--- src/rtl/risc_cpu_param.sv ---
`timescale 1ns/1ps
// risc_cpu_param: parametrised multi-cycle accumulator CPU core.
// Each instruction steps through FETCH, DECODE and then READ/WRITE/EXEC.
// Memory is accessed over a req/ready handshake, so wait states are allowed.
// The architectural registers are exported for observation.
module risc_cpu_param #(
   parameter int                DATA_W   = 8,
   parameter int                ADDR_W   = 4,
   parameter logic [ADDR_W-1:0] RESET_PC = '0
) (
   input  logic              clock,
   input  logic              reset,
   output logic              mem_req,
   output logic              mem_we,
   output logic [ADDR_W-1:0] mem_addr,
   output logic [DATA_W-1:0] mem_wdata,
   input  logic [DATA_W-1:0] mem_rdata,
   input  logic              mem_ready,
   output logic              halted,
   output logic              instr_done,
   output logic [ADDR_W-1:0] pc_out,
   output logic [DATA_W-1:0] ac_out,
   output logic              e_out,
   output logic [DATA_W-1:0] ir_out
);

   typedef enum logic [2:0] {
      S_START, S_FETCH, S_DECODE, S_READ, S_WRITE, S_EXEC, S_HALT
   } state_e;

   typedef enum logic [3:0] {
      OP_NOP = 4'h0, OP_LDA, OP_STA, OP_ADD, OP_AND, OP_OR, OP_XOR, OP_SUB,
      OP_JMP, OP_JZ, OP_ISZ, OP_INC, OP_CLA, OP_CMA, OP_CIL, OP_HLT
   } opcode_e;

   state_e            state, state_next;
   logic [ADDR_W-1:0] pc, ar;
   logic [DATA_W-1:0] ac, ir, dr;
   logic              e;
   opcode_e           opcode;
   logic              xfer_done;

   // The opcode sits in the top nibble; the middle bits of IR are ignored.
   assign opcode    = opcode_e'(ir[DATA_W-1 -: 4]);
   assign xfer_done = mem_req && mem_ready;

   assign halted = (state == S_HALT);
   assign pc_out = pc;
   assign ac_out = ac;
   assign e_out  = e;
   assign ir_out = ir;

   // State register; reset is asynchronous, so a pending request drops at once.
   always_ff @(posedge clock or posedge reset) begin
      // NOTE: sequential state uses non-blocking assignments so every flop samples pre-edge values.
      if (reset) state <= S_START;
      else       state <= state_next;
   end

   // Next-state and memory-port decode. Port signals depend only on state and
   // registers, so they stay steady for the whole of a wait state.
   always_comb begin
      // NOTE: each output gets a default before the case, so no path leaves it unassigned and no latch is inferred.
      state_next = state;
      mem_req    = 1'b0;
      mem_we     = 1'b0;
      mem_addr   = ar;
      mem_wdata  = (opcode == OP_ISZ) ? dr : ac;
      instr_done = 1'b0;
      case (state)
         S_START: state_next = S_FETCH;
         S_FETCH: begin
            mem_req  = 1'b1;
            mem_addr = pc;
            if (mem_ready) state_next = S_DECODE;
         end
         S_DECODE: begin
            case (opcode)
               OP_LDA, OP_ADD, OP_AND, OP_OR, OP_XOR, OP_SUB, OP_ISZ: state_next = S_READ;
               OP_STA: state_next = S_WRITE;
               OP_HLT: begin
                  state_next = S_HALT;
                  instr_done = 1'b1;
               end
               default: state_next = S_EXEC;
            endcase
         end
         S_READ: begin
            mem_req = 1'b1;
            if (mem_ready) state_next = (opcode == OP_ISZ) ? S_WRITE : S_EXEC;
         end
         S_WRITE: begin
            mem_req = 1'b1;
            mem_we  = 1'b1;
            if (mem_ready) begin
               instr_done = 1'b1;
               state_next = S_FETCH;
            end
         end
         S_EXEC: begin
            instr_done = 1'b1;
            state_next = S_FETCH;
         end
         S_HALT:  state_next = S_HALT;
         default: state_next = S_START;
      endcase
   end

   // Architectural registers. Memory-facing states update only on a completed
   // transfer, so nothing moves while the memory holds off mem_ready.
   always_ff @(posedge clock or posedge reset) begin
      if (reset) begin
         pc <= RESET_PC;
         ac <= '0;
         e  <= 1'b0;
         ir <= '0;
         ar <= '0;
         dr <= '0;
      end else begin
         case (state)
            S_FETCH: if (xfer_done) begin
               ir <= mem_rdata;
               pc <= pc + ADDR_W'(1);
            end
            S_DECODE: ar <= ir[ADDR_W-1:0];
            S_READ: if (xfer_done) begin
               dr <= (opcode == OP_ISZ) ? mem_rdata + DATA_W'(1) : mem_rdata;
            end
            S_WRITE: if (xfer_done && opcode == OP_ISZ && dr == '0) begin
               pc <= pc + ADDR_W'(1);
            end
            S_EXEC: begin
               case (opcode)
                  OP_LDA: ac <= dr;
                  OP_ADD: {e, ac} <= {1'b0, ac} + {1'b0, dr};
                  OP_AND: ac <= ac & dr;
                  OP_OR:  ac <= ac | dr;
                  OP_XOR: ac <= ac ^ dr;
                  OP_SUB: begin
                     ac <= ac - dr;
                     e  <= (ac >= dr);
                  end
                  OP_JMP: pc <= ar;
                  OP_JZ:  if (ac == '0) pc <= ar;
                  OP_INC: {e, ac} <= {1'b0, ac} + {{DATA_W{1'b0}}, 1'b1};
                  OP_CLA: begin
                     ac <= '0;
                     e  <= 1'b0;
                  end
                  OP_CMA: ac <= ~ac;
                  OP_CIL: {e, ac} <= {ac, e};
                  default: ;
               endcase
            end
            default: ;
         endcase
      end
   end

endmodule
--- config.mk ---
export PLATFORM = sky130hd
export DESIGN_NAME = risc_cpu_param
export DESIGN_NICKNAME = d
export VERILOG_FILES = /design/src/rtl/risc_cpu_param.sv
export SDC_FILE = /design/constraint.sdc
export NUM_CORES = 1
export LEC_CHECK = 0
export CAP_MARGIN = 10
export CORE_ASPECT_RATIO = 1.5
export CORE_MARGIN = 2
export CORE_UTILIZATION = 57
export CTS_BUF_LIST = sky130_fd_sc_hd__clkbuf_4
export CTS_CLUSTER_DIAMETER = 60
export DETAILED_ROUTE_END_ITERATION = 16
export PLACE_DENSITY = 0.82
export SETUP_SLACK_MARGIN = 0.3
export SKIP_LAST_GASP = 1
export SLEW_MARGIN = 40
export SYNTH_ARGS = -nofsm -noshare
export SYNTH_HDL_FRONTEND = slang
export SYNTH_SLANG_ARGS = --single-unit
--- constraint.sdc ---
create_clock -name clock -period 2.4 [get_ports clock]
set_input_delay 0.24 -clock clock [delete_from_list [all_inputs] [get_ports clock]]
set_output_delay 0.24 -clock clock [all_outputs]
set_load 0.1 [all_outputs]
==> flow_summary.rst <==
.. list-table::
   :header-rows: 1

   * - Metric
     - Value
   * - Status
     - completed
   * - Critical Path Source
     - ac_out[0]
   * - H-tree level count
     - 2
   * - Worst endpoint data arrival time
     - about 2500 ps
   * - Ratio of cells with drive above 1 in the final layout
     - between 30% and 40%
   * - Overflow left after global routing
     - 0
   * - Min Clock Period, post-route
     - 2220 ps
   * - Crit-path max FO
     - 4
   * - Critical path class
     - reg2reg
   * - Share of the yosys chip area belonging to registers
     - approximately a quarter
   * - Max capacitance violation total
     - 0
   * - Count of buffers from port buffering
     - 47
   * - Count of cell instances traversed by the critical path
     - 6
   * - Global-route wire length before repair
     - 21400 µm
   * - Number of nets at the end of the flow
     - a little over 600
   * - Clock-pin slew on the worst setup and hold paths
     - about 140 ps
   * - Worst min-delay path class
     - in2async
   * - Slowest-stage cell, CP
     - sky130_fd_sc_hd__dfrtp_4
   * - Placed wire-length estimate
     - 9930 µm
   * - Max-slew violation total from the final report
     - 0
   * - Largest stage delay on the critical path
     - between 500 and 600 ps
   * - Setup Skew
     - around 25 ps
   * - Die Y
     - slightly above 100 µm
   * - Flops & latches, synth
     - 36
   * - Number of nets with antenna violations after detailed routing
     - 0
   * - Vias post-DR
     - around 4400
   * - Number of remaining DRC errors
     - 0
   * - Worst-Skew Late Latency
     - between 300 and 400 ps
   * - Pin count of the biggest net entering global routing
     - 37
   * - Number of hold-slack violations in the final timing report
     - 0
   * - Destination of the critical timing path
     - ac_out[4]
   * - Die Footprint
     - ~7000 µm²
   * - Detail-routed net length per standard cell
     - between 20 and 25 µm
   * - Hold-fix buffers at CTS
     - 0
   * - Cell depth of the worst flop-to-flop path
     - 6
   * - Buffers and inverters on the worst path
     - 0
   * - Achievable clock frequency
     - roughly 450 MHz
   * - Count of inserted antenna diode cells
     - 0
   * - DRT Pass-1 Iters
     - 7
   * - Initial core utilization
     - 58.8%
   * - Total Neg Setup Slack
     - 0 ps
   * - Final WL
     - approximately 15000 µm
   * - Gp weighted congestion
     - 1.09
   * - Maximum buffer depth of the clock tree
     - 2
   * - Clk sink count
     - 36
   * - Layout overhead on the synthesized area
     - 44.2%
   * - Terminus of the critical flop-to-flop path
     - ac_out[4]
   * - Dominant delay contributor by cell family on the critical path
     - compound AO/OA/AOI/OAI gates
   * - Worst-case register-to-register setup slack
     - 180 ps
   * - Total setup violations reported at the end of the flow
     - 0
   * - Initial antenna violation count
     - 0
   * - Net count after synthesis
     - approximately 510
   * - Count of different cell masters after synthesis
     - between 60 and 70
   * - Async S/R FF share, synth
     - 100%
   * - Number of synthesized flops with an enable pin
     - 0
   * - Num rows
     - 35
   * - Routed vias/inst
     - between 6 and 7
   * - Total track usage
     - approximately two fifths
   * - Setup repair after global routing missed its margin
     - true
   * - Mean instance size in the synthesized netlist
     - between 7 and 8 µm²
   * - Worst slew slack as a fraction of its limit
     - between 50 and 60%
   * - Launching point of the worst reg2reg path
     - ac_out[0]
   * - Post-Syn Instances
     - between 400 and 500
   * - Kind of capture point of the worst setup path
     - flop
   * - Fillcell total
     - between 300 and 400
   * - Standard cell core area
     - a little over 6000 µm²
   * - Starting DRT DRC Count
     - approximately 660
   * - Number of warning messages in the yosys log
     - 0
   * - Critical path launch point type
     - flop
   * - Slew at the pin with the worst max-slew slack
     - about 610 ps
   * - Area of the mapped netlist
     - about 3600 µm²
   * - Root Driver
     - sky130_fd_sc_hd__clkbuf_4
   * - Number of top-level pins
     - 48
   * - Vias in the first global route
     - 4049
   * - Cell chain of the critical path
     - ha_4 > fa_2 > a211oi_4 > nor2_2 > o32a_1 > a221oi_1
   * - Final worst-path cycle share
     - 92.4%
   * - Dominant synthesized flop cell
     - sky130_fd_sc_hd__dfrtp_1
   * - CTS tree
     - yes
   * - Data required time at the worst endpoint
     - about 2700 ps
   * - CTS Buf Count
     - 5
   * - Die X
     - roughly 69 µm
## per-stage QoR
| stage | hold slack (ps) | instances | setup WS (ps) | util [%] | area [µm²] |
|---|---|---|---|---|---|
| finish | 269 | 643 | 182 | 84.8 | 5240 |
| floorplan | 357 | 466 | 99.1 | - | 3880 |
| global placement | 529 | 589 | 166 | 74.3 | 4590 |
| CTS | 289 | 614 | 220 | 78.5 | 4850 |
| global route | 317 | 643 | 123 | 84.8 | 5240 |
| detailed placement | 548 | 589 | 98.0 | 74.3 | 4590 |
## cell families after synthesis
kind of cell	count (synthesis)	share of synthesized area [%]
xor+xnor	17	4.10
mux	17	5.13
buf+inv	55	6.68
compound gates	147	25.7
fa+ha+maj	30	10.8
simple gates	164	22.8
flops	36	24.8
## cell type report
type                    count  area [µm²]  share of cell area (%)
clock inverters             3        17.5                   0.335
repair buffers            122        1170                    22.4
flip-flops and latches     36         943                    18.0
well taps                  74        92.6                    1.77
inverters                  28         121                    2.32
clock buffers               5        37.5                   0.717
multi-input cells         375        2850                    54.4
## cell usage after synthesis, types with 2 or more instances
library cell / number / area (µm²)
sky130_fd_sc_hd__nand2b_1: 13 / 81.3
sky130_fd_sc_hd__nand2b_4: 2 / 27.5
sky130_fd_sc_hd__nand2_1: 45 / 169
sky130_fd_sc_hd__and3_1: 5 / 31.3
sky130_fd_sc_hd__mux2_2: 13 / 146
sky130_fd_sc_hd__o21ai_0: 49 / 245
sky130_fd_sc_hd__o21bai_1: 2 / 15.0
sky130_fd_sc_hd__dfrtp_1: 36 / 901
sky130_fd_sc_hd__or2_2: 2 / 12.5
sky130_fd_sc_hd__nor3b_1: 2 / 15.0
sky130_fd_sc_hd__nand3_1: 14 / 70.1
sky130_fd_sc_hd__a222oi_1: 2 / 20.0
sky130_fd_sc_hd__a31oi_1: 8 / 50.1
sky130_fd_sc_hd__buf_6: 2 / 22.5
sky130_fd_sc_hd__xnor2_1: 11 / 96.3
sky130_fd_sc_hd__a221oi_1: 2 / 17.5
sky130_fd_sc_hd__nor4_1: 4 / 25.0
sky130_fd_sc_hd__xor2_1: 6 / 52.6
sky130_fd_sc_hd__o211ai_1: 5 / 37.5
sky130_fd_sc_hd__mux2i_1: 4 / 40.0
sky130_fd_sc_hd__nor3_1: 15 / 75.1
sky130_fd_sc_hd__a2111oi_0: 5 / 43.8
sky130_fd_sc_hd__o22ai_1: 4 / 25.0
sky130_fd_sc_hd__fa_1: 2 / 40.0
sky130_fd_sc_hd__nand4_1: 7 / 43.8
sky130_fd_sc_hd__and2_1: 3 / 18.8
sky130_fd_sc_hd__ha_1: 28 / 350
sky130_fd_sc_hd__a21oi_1: 32 / 160
sky130_fd_sc_hd__a32oi_1: 2 / 17.5
sky130_fd_sc_hd__buf_2: 13 / 65.1
sky130_fd_sc_hd__nor2_1: 39 / 146
sky130_fd_sc_hd__o221ai_1: 3 / 26.3
sky130_fd_sc_hd__inv_1: 26 / 97.6
sky130_fd_sc_hd__clkbuf_1: 9 / 33.8
sky130_fd_sc_hd__o31ai_1: 5 / 37.5
sky130_fd_sc_hd__o32a_1: 2 / 20.0
sky130_fd_sc_hd__nor2b_1: 6 / 37.5
sky130_fd_sc_hd__a22oi_1: 7 / 52.6
sky130_fd_sc_hd__a211oi_1: 6 / 45.0
sky130_fd_sc_hd__o41ai_1: 2 / 17.5
## worst min-delay path by stage
| stage | end | slack [ps] | start | depth (start not counted) |
|---|---|---|---|---|
| floorplan | ir_out[7] | 360 | mem_rdata[7] | 2 |
| global placement | ar[0] | 530 | ar[0] | 1 |
| detailed placement | ar[0] | 550 | ar[0] | 1 |
| CTS | ir_out[3] | 290 | reset | 3 |
| global route | ac_out[3] | 320 | reset | 3 |
| finish | dr[1] | 270 | reset | 3 |
## routing by layer
metal  up-vias  wire, µm  GRT usage (%)
met2       357      7080           68.2
met3       104      1300           5.77
li1       1899         -              -
met1      2028      5080           46.2
met5         -         0              0
met4         0      1120           24.1
## worst register-to-register path, cell delays in order (launching register included)
cell                       delay, ps
sky130_fd_sc_hd__dfrtp_4         550
sky130_fd_sc_hd__ha_4            180
sky130_fd_sc_hd__fa_2            390
sky130_fd_sc_hd__a211oi_4        260
sky130_fd_sc_hd__nor2_2          110
sky130_fd_sc_hd__o32a_1          350
sky130_fd_sc_hd__a221oi_1        260
## state kept, by name, indices dropped and copies added (netlist names)
name / count
state: 3
pc_out: 4
e_out: 1
ar: 4
ir_out: 8
ac_out: 8
dr: 8
## cells in the final DEF (no fill, tap or decap), drive strengths merged, types with 11 or more instances in the layout
cell type	instances
inv	25
a21oi	32
buf	111
nand2	45
dfrtp	36
xnor2	11
nand3	15
nor2	41
o21ai	49
ha	28
nand2b	15
mux2	13
nor3	15
## repair_timing
action,4_1_cts,5_1_grt
setup endpoints to repair,21,26
pin swaps,1,11
gates cloned,0,1
resized for setup,19,36
buffers inserted,17,28
Power is not shown: default switching activity piles up to over one toggle a cycle in this logic, so the estimate is an artifact.
